$ cat src/rtl/load_store_unit.sv
// load_store_unit: CPU load/store initiator driving a word-addressed req/ready memory port
module load_store_unit #(
    parameter int unsigned TIMEOUT = 15
) (
    input  logic        clk,
    input  logic        rst,
    input  logic        req_valid,
    output logic        req_ready,
    input  logic        req_write,
    input  logic [1:0]  req_size,
    input  logic        req_unsigned,
    input  logic [31:0] req_addr,
    input  logic [31:0] req_wdata,
    output logic        resp_valid,
    output logic [31:0] resp_rdata,
    output logic        resp_err,
    output logic        mem_req,
    output logic        mem_we,
    output logic [31:0] mem_addr,
    output logic [31:0] mem_wdata,
    input  logic        mem_ready,
    input  logic [31:0] mem_rdata
);
    typedef enum logic [1:0] {IDLE, RD, WR, RESP} state_t;
    state_t      state_q, state_d;
    logic [7:0]  cnt_q, cnt_d;
    logic        write_q, write_d, uns_q, uns_d, err_q, err_d;
    logic [1:0]  size_q, size_d;
    logic [31:0] addr_q, addr_d, wdata_q, wdata_d, word_q, word_d, rdata_q, rdata_d;
    logic [31:0] sh, mask, ext, merged;
    logic        bad, expired;
    assign req_ready  = (state_q == IDLE) & !rst;
    assign resp_valid = state_q == RESP;
    assign resp_err   = resp_valid & err_q;
    assign resp_rdata = resp_valid ? rdata_q : '0;
    assign mem_req    = (state_q == RD) | (state_q == WR);
    assign mem_we     = state_q == WR;
    assign mem_addr   = {addr_q[31:2], 2'b00};
    assign mem_wdata  = word_q;
    assign bad        = (req_size == 2'b11) | (req_size == 2'b01 & req_addr[0]) | (req_size == 2'b10 & req_addr[1:0] != 2'b00);
    assign expired    = cnt_q == 8'(TIMEOUT - 1);
    // lane extraction/extension for loads and byte-lane merge for read-modify-write stores
    always_comb begin
        sh     = mem_rdata >> {addr_q[1:0], 3'b000};
        ext    = size_q == 2'b00 ? {{24{!uns_q & sh[7]}}, sh[7:0]} :
                 size_q == 2'b01 ? {{16{!uns_q & sh[15]}}, sh[15:0]} : mem_rdata;
        mask   = (size_q == 2'b00 ? 32'h0000_00FF : 32'h0000_FFFF) << {addr_q[1:0], 3'b000};
        merged = (mem_rdata & ~mask) | ((wdata_q << {addr_q[1:0], 3'b000}) & mask);
    end
    // next-state logic: accept, memory phases with timeout, one-cycle response
    always_comb begin
        state_d = state_q;
        cnt_d   = cnt_q;
        write_d = write_q;
        size_d  = size_q;
        uns_d   = uns_q;
        addr_d  = addr_q;
        wdata_d = wdata_q;
        word_d  = word_q;
        rdata_d = rdata_q;
        err_d   = err_q;
        case (state_q)
            IDLE: if (req_valid) begin
                write_d = req_write;
                size_d  = req_size;
                uns_d   = req_unsigned;
                addr_d  = req_addr;
                wdata_d = req_wdata;
                word_d  = req_wdata;
                cnt_d   = '0;
                rdata_d = '0;
                err_d   = bad;
                state_d = bad ? RESP : (req_write & req_size == 2'b10) ? WR : RD;
            end
            RD: if (mem_ready) begin
                cnt_d   = '0;
                word_d  = write_q ? merged : word_q;
                rdata_d = write_q ? '0 : ext;
                state_d = write_q ? WR : RESP;
            end else if (expired) begin
                err_d   = 1'b1;
                state_d = RESP;
            end else begin
                cnt_d = cnt_q + 8'd1;
            end
            WR: if (mem_ready) begin
                state_d = RESP;
            end else if (expired) begin
                err_d   = 1'b1;
                state_d = RESP;
            end else begin
                cnt_d = cnt_q + 8'd1;
            end
            default: state_d = IDLE;
        endcase
    end
    // state and latched request registers with synchronous reset
    always_ff @(posedge clk) begin
        if (rst) begin
            state_q <= IDLE;
            cnt_q   <= '0;
            write_q <= 1'b0;
            size_q  <= '0;
            uns_q   <= 1'b0;
            addr_q  <= '0;
            wdata_q <= '0;
            word_q  <= '0;
            rdata_q <= '0;
            err_q   <= 1'b0;
        end else begin
            state_q <= state_d;
            cnt_q   <= cnt_d;
            write_q <= write_d;
            size_q  <= size_d;
            uns_q   <= uns_d;
            addr_q  <= addr_d;
            wdata_q <= wdata_d;
            word_q  <= word_d;
            rdata_q <= rdata_d;
            err_q   <= err_d;
        end
    end
endmodule

$ cat config.mk
export PLATFORM = sky130hd
export DESIGN_NAME = load_store_unit
export DESIGN_NICKNAME = d
export VERILOG_FILES = /design/src/rtl/load_store_unit.sv
export SDC_FILE = /design/constraint.sdc
export NUM_CORES = 1
export LEC_CHECK = 0
export ABC_AREA = 1
export CAP_MARGIN = 20
export CORE_AREA = 2 2 132 134
export CTS_BUF_LIST = sky130_fd_sc_hd__clkbuf_16
export DETAILED_ROUTE_END_ITERATION = 16
export DIE_AREA = 0 0 134 136
export HOLD_SLACK_MARGIN = 0.1
export PLACE_DENSITY = 0.76
export SLEW_MARGIN = 20
export SYNTH_ARGS = -nofsm -noshare
export SYNTH_HDL_FRONTEND = slang
export SYNTH_SLANG_ARGS = --single-unit
$ cat constraint.sdc
create_clock -name clk -period 1.7 [get_ports clk]
set_clock_uncertainty 0.1 [all_clocks]
set_input_delay 0.17 -clock clk [delete_from_list [all_inputs] [get_ports clk]]
set_output_delay 0.17 -clock clk [all_outputs]
set_load 0.02 [all_outputs]
==> Yosys cells after proc, flatten, opt, wreduce, memory -nomap -nowiden <==
Cells that the tools add are included.
{ "totals": {"ff_bits": 143, "in_bits": 104, "out_inout_bits": 101, "word_cells": 85} }
{ "classes": {"n_addsub": 1, "eq_ne": 14, "shift": 3, "mux": 29, "bitwise_logic": 14, "reduce_logical": 14} }
{ "op_table": {"columns": ["cell", "count"], "rows": [
  ["$mux W32", 9],
  ["$pmux W32 S2", 2],
  ["$and A32 B32 Y32", 2],
  ["$mux W8", 4],
  ["$not A32 Y32", 1],
  ["$or A32 B32 Y32", 1],
  ["$shl A16 B5 Y32", 1],
  ["$shl A32 B5 Y32", 1],
  ["$shr A32 B5 Y16", 1],
  ["$pmux W8 S3", 1],
  ["$mux W16", 1],
  ["$mux W2", 6],
  ["$ne A2 B2 Y1 const B", 5],
  ["$add A8 B1 Y8 const B", 1],
  ["$eq A2 B2 Y1 const B", 4],
  ["$eq A8 B4 Y1 const B", 1],
  ["$reduce_and A4 Y1", 2],
  ["$and A1 B1 Y1", 7],
  ["$eq A2 B1 Y1 const B", 3],
  ["$pmux W2 S3", 1],
  ["$reduce_and A3 Y1", 2],
  ["$reduce_bool A2 Y1", 3],
  ["$logic_not A2 Y1", 2],
  ["$mux W1", 4],
  ["other kinds (7)", 10]
]} }

==> Logic depth before layout (Yosys ltp) <==
{ "logic_depth": {"ltp_word": 9, "ltp_mapped": 10, "mapped_depth_nobuf": 9} }

==> Least setup slack after synthesis <==
No wires, ideal clock.
{ "synth_timing": {"path_kind": "register to register", "startpoint": "register state_q[0]", "endpoint": "register rdata_q[21]", "setup_ps": 70, "arrival_ps": 1561, "required_time_ps": 1530, "setup_slack_ps": -31, "stages_incl_launch_ff": 10, "n_path_buf": 2, "synth_period_minus_slack_ps": 1731, "cell_sequence": "dfxtp_1 inv_1 ha_1 nand2_1 o211ai_2 buf_6 nor2_8 buf_6 nand3_2 a21oi_2"} }
{ "synth_between": {"elab_chain_cells": 3, "word_cells_on_any_way": 7, "cone_classes": "eq/ne (3); mux (1); reduce/logical (3)"} }
{ "synth_lines": {"columns": ["element", "line_no", "rtl"], "rows": [
  ["start: declaration", "25", "state_t state_q, state_d;"],
  ["start signal: assignment", "111", "state_q <= state_d;"],
  ["$eq A2 B1 Y1 / $logic_not A2 Y1 (equally long branches)", "62", "case (state_q)"],
  ["$ne A2 B2 Y1 (no source line) / $reduce_bool A2 Y1 (equally long branches)", null, null],
  ["$reduce_and A3 Y1 (no source line)", null, null],
  ["end signal: assignment", "119", "rdata_q <= rdata_d;"],
  ["end: declaration", "29", "logic [31:0] addr_q, addr_d, wdata_q, wdata_d, word_q, word_d, rdata_q, rdata_d;"]
]} }
Several ways; a longest one is shown, not always the timed one.
A chain may end at the register's enable or synchronous reset.

==> Worst setup path in the final report <==
{ "layout_timing": {"startpoint": "register state_q[1]", "endpoint": "register rdata_q[5]"} }
The elaborated chain is that of the path after synthesis.

==> reports/results.txt <==
Req. time, crit path: 1.96 ns
top-area cell type share of the netlist area: 0.369
multi-input logic area: 0.00446 mm^2
dpl cell area: 0.00964 mm^2
Root Driver: clkbuf_16
family with the most delay on the worst path: buffers and inverters
Critical Path Max Stage Delay: 0.36 ns
critical path class: reg2reg
async set-reset flop share out of synthesis: 0
Layout Nets: 1,404
share of layout cells above drive strength 1: 0.318
Fmax: 551 MHz
Worst VDD drop: 0.00107 V
final core occ: 0.698
CTS tree: built
pwr/cell area: 1790 mW/mm^2
H-Tree Depth: 4
top cells by area, synth: dfxtp_1, nand2_1, o21ai_0
Worst Path Buf+Inv: 4
Initial Util: 0.433
final wirelength: 27,400 um
fillcell total: 1,300
Routed WL per cell: 17.9 um
Leak: 5.60 nW
PortBufs: 202
most frequent cells in the layout: nand2_1, clkdlybuf4s50_1, dfxtp_1
clock sinks: 135
Die W: 134 um
vias in the first global route: 7,523
Antenna diodes: 0
cell accounting for the most synthesized area: dfxtp_1
Area Overhead vs Synth: 61.1%
Slew headroom: 0.657
RSZ-0062 raised after global routing: true
largest net degree at the start of global routing: 62
endpoints failing setup: 102
synth unique cells: 35
Detail Placement HPWL: 17,000 um
Non-Filler Instances: 1,532
Post-synth EDFFs: 0
worst setup margin: -0.115 ns
failing checks: setup timing
num rows: 48
Worst-Margin Slew: 0.514 ns
endpoints failing hold: 0
cts bufs inserted: 17
hold crit path type: in2reg
minimum setup slack among reg-to-reg paths: -0.11 ns
Worst setup EP type: register
GRT overflow: 0
Post-Syn Area: 0.00731 mm^2
register area share after synthesis: 0.369
initial antenna violation count: 0
min cycle time layout: 1.81 ns
CTS clk-pin slew, worst paths: 0.06 ns
Routed Antenna Nets: 0
Finished Cell Area: 0.0118 mm^2
flops & latches, synth: 135
Startpoint Class: register
Die Area: 0.0182 mm^2
Slew Limit Fails: 0
synth warn: 0
fin crit share: 1.07
Inst Count DP: 1,467
worst skew pair latency: 0.43 ns
initial detailed-routing violation count: 945
outcome: finished with violations
Synth Flop Type: dfxtp_1
max cap viols: 0
Die Span Y: 136 um
vias per cell: 5.46
total track usage: 0.274
hold path startpoint: req_addr[12]
1st-pass router iterations: 6
Worst EP arrival: 2.07 ns
drt drc: 0
Syn Area/Cell: 6.80 um^2
routed via count: 8,368
CP max stage cell: dfxtp_4
crit path cell chain: buf_6 -> inv_6 -> ha_4 -> nand2_4 -> o211ai_4 -> buf_6 -> nor2_8 -> buf_12 -> o211ai_1 -> a21oi_1
crit path from: state_q[1]
FF/Latch Area: 0.00271 mm^2
first-pass GRT wire length: 39,500 um
Mapped Cells: 1,075
IO Count: 205
worst reg2reg startpoint: state_q[1]
worst-path fanout max: 7
Fin Hold WS: 0.243 ns
CTS Buffer Depth: 2
cell mode on critical path: buf_6
Final GP Congestion: 0.909
most common cell after layout, fill and taps aside: nand2_1
CORE AREA: 0.0169 mm^2
-- worst paths after layout --
check | cells past startpoint | end
worst max-delay path | 10 | rdata_q[5]
worst min register to register | 2 | addr_q[12]
worst min-delay path | 3 | addr_q[12]
worst max register to register | 10 | rdata_q[5]
-- cell usage after synthesis, types with 4 or more instances --
cell type  number
nand2_1       225
o21ai_0       153
or2_2          13
nand2_2         5
nor2_1        156
a21oi_1        93
buf_2          14
clkbuf_1       39
dfxtp_1       135
o21ai_1         5
o211ai_1       24
a21oi_2        19
ha_1            6
inv_1          73
buf_4          41
inv_2           7
buf_6           4
nand3_2        18
nand3_1        21
-- where the power goes --
group | internal (mW) | switching (mW) | leakage (nW) | total [mW]
Combinational | 5.15 | 6.63 | 4.17 | 11.8
Sequential | 4.22 | 0.852 | 1.11 | 5.07
Clock | 2.64 | 1.58 | 0.322 | 4.22
Total | 12.0 | 9.06 | 5.60 | 21.1
-- metal layers --
metal / wire length (um) / part of all wire / global-route usage / up-vias
met5: 0 / 0 / 0 / -
met1: 11200 / 0.41 / 0.356 / 3889
li1: - / - / - / 3903
met3: 2510 / 0.092 / 0.0660 / 86
met4: 943 / 0.034 / 0.104 / 0
met2: 12700 / 0.46 / 0.442 / 490
-- layout make-up --
class / count / area share
clock buffers: 17 / 0.0361
clock inverters: 15 / 0.0205
inverters: 80 / 0.0278
multi-input cells: 761 / 0.379
flip-flops and latches: 135 / 0.230
well taps: 225 / 0.0239
repair buffers: 299 / 0.283
-- registers in the layout, indices dropped and copies added, names as in the netlist --
| name | count |
|---|---|
| size_q | 2 |
| mem_wdata | 32 |
| write_q | 1 |
| uns_q | 1 |
| state_q | 2 |
| addr_q | 32 |
| rdata_q | 32 |
| err_q | 1 |
| cnt_q | 8 |
| wdata_q | 24 |
-- through the flow --
step	setup slack (ns)	setup TNS [ns]	power (mW)
floorplan	0.000325	0	10.5
global placement	-0.148	-6.51	13.8
detailed placement	-0.208	-10.97	13.9
CTS	-0.0989	-4.50	19.1
global route	-0.184	-13.08	22.1
finish	-0.115	-5.66	21.1
-- cell families (layout without fill, tap and decap cells) --
logic type,Yosys count,in the layout,synth area share
simple gates,450,450,0.266
compound gates,301,301,0.230
buf+inv,180,411,0.121
flops,135,135,0.369
fa+ha+maj,6,6,0.0103
xor+xnor,2,2,0.00240
other cells,1,2,0.000513
-- worst reg2reg max path, cell delays in order, from the launching register on --
cell and delay (ns):
dfxtp_4 0.36, buf_6 0.11, inv_6 0.04, ha_4 0.19, nand2_4 0.08, o211ai_4 0.11
buf_6 0.16, nor2_8 0.19, buf_12 0.15, o211ai_1 0.10, a21oi_1 0.16
-- timing repair --
item,CTS,global route
hold buffers,2,0
gates resized for setup,313,294
gates cloned,7,9
hold endpoints to repair,2,0
endpoints found under the setup margin,107,175
pin swaps,20,51
setup buffers,12,7
No activity file was read; power rests on OpenSTA's default activity.
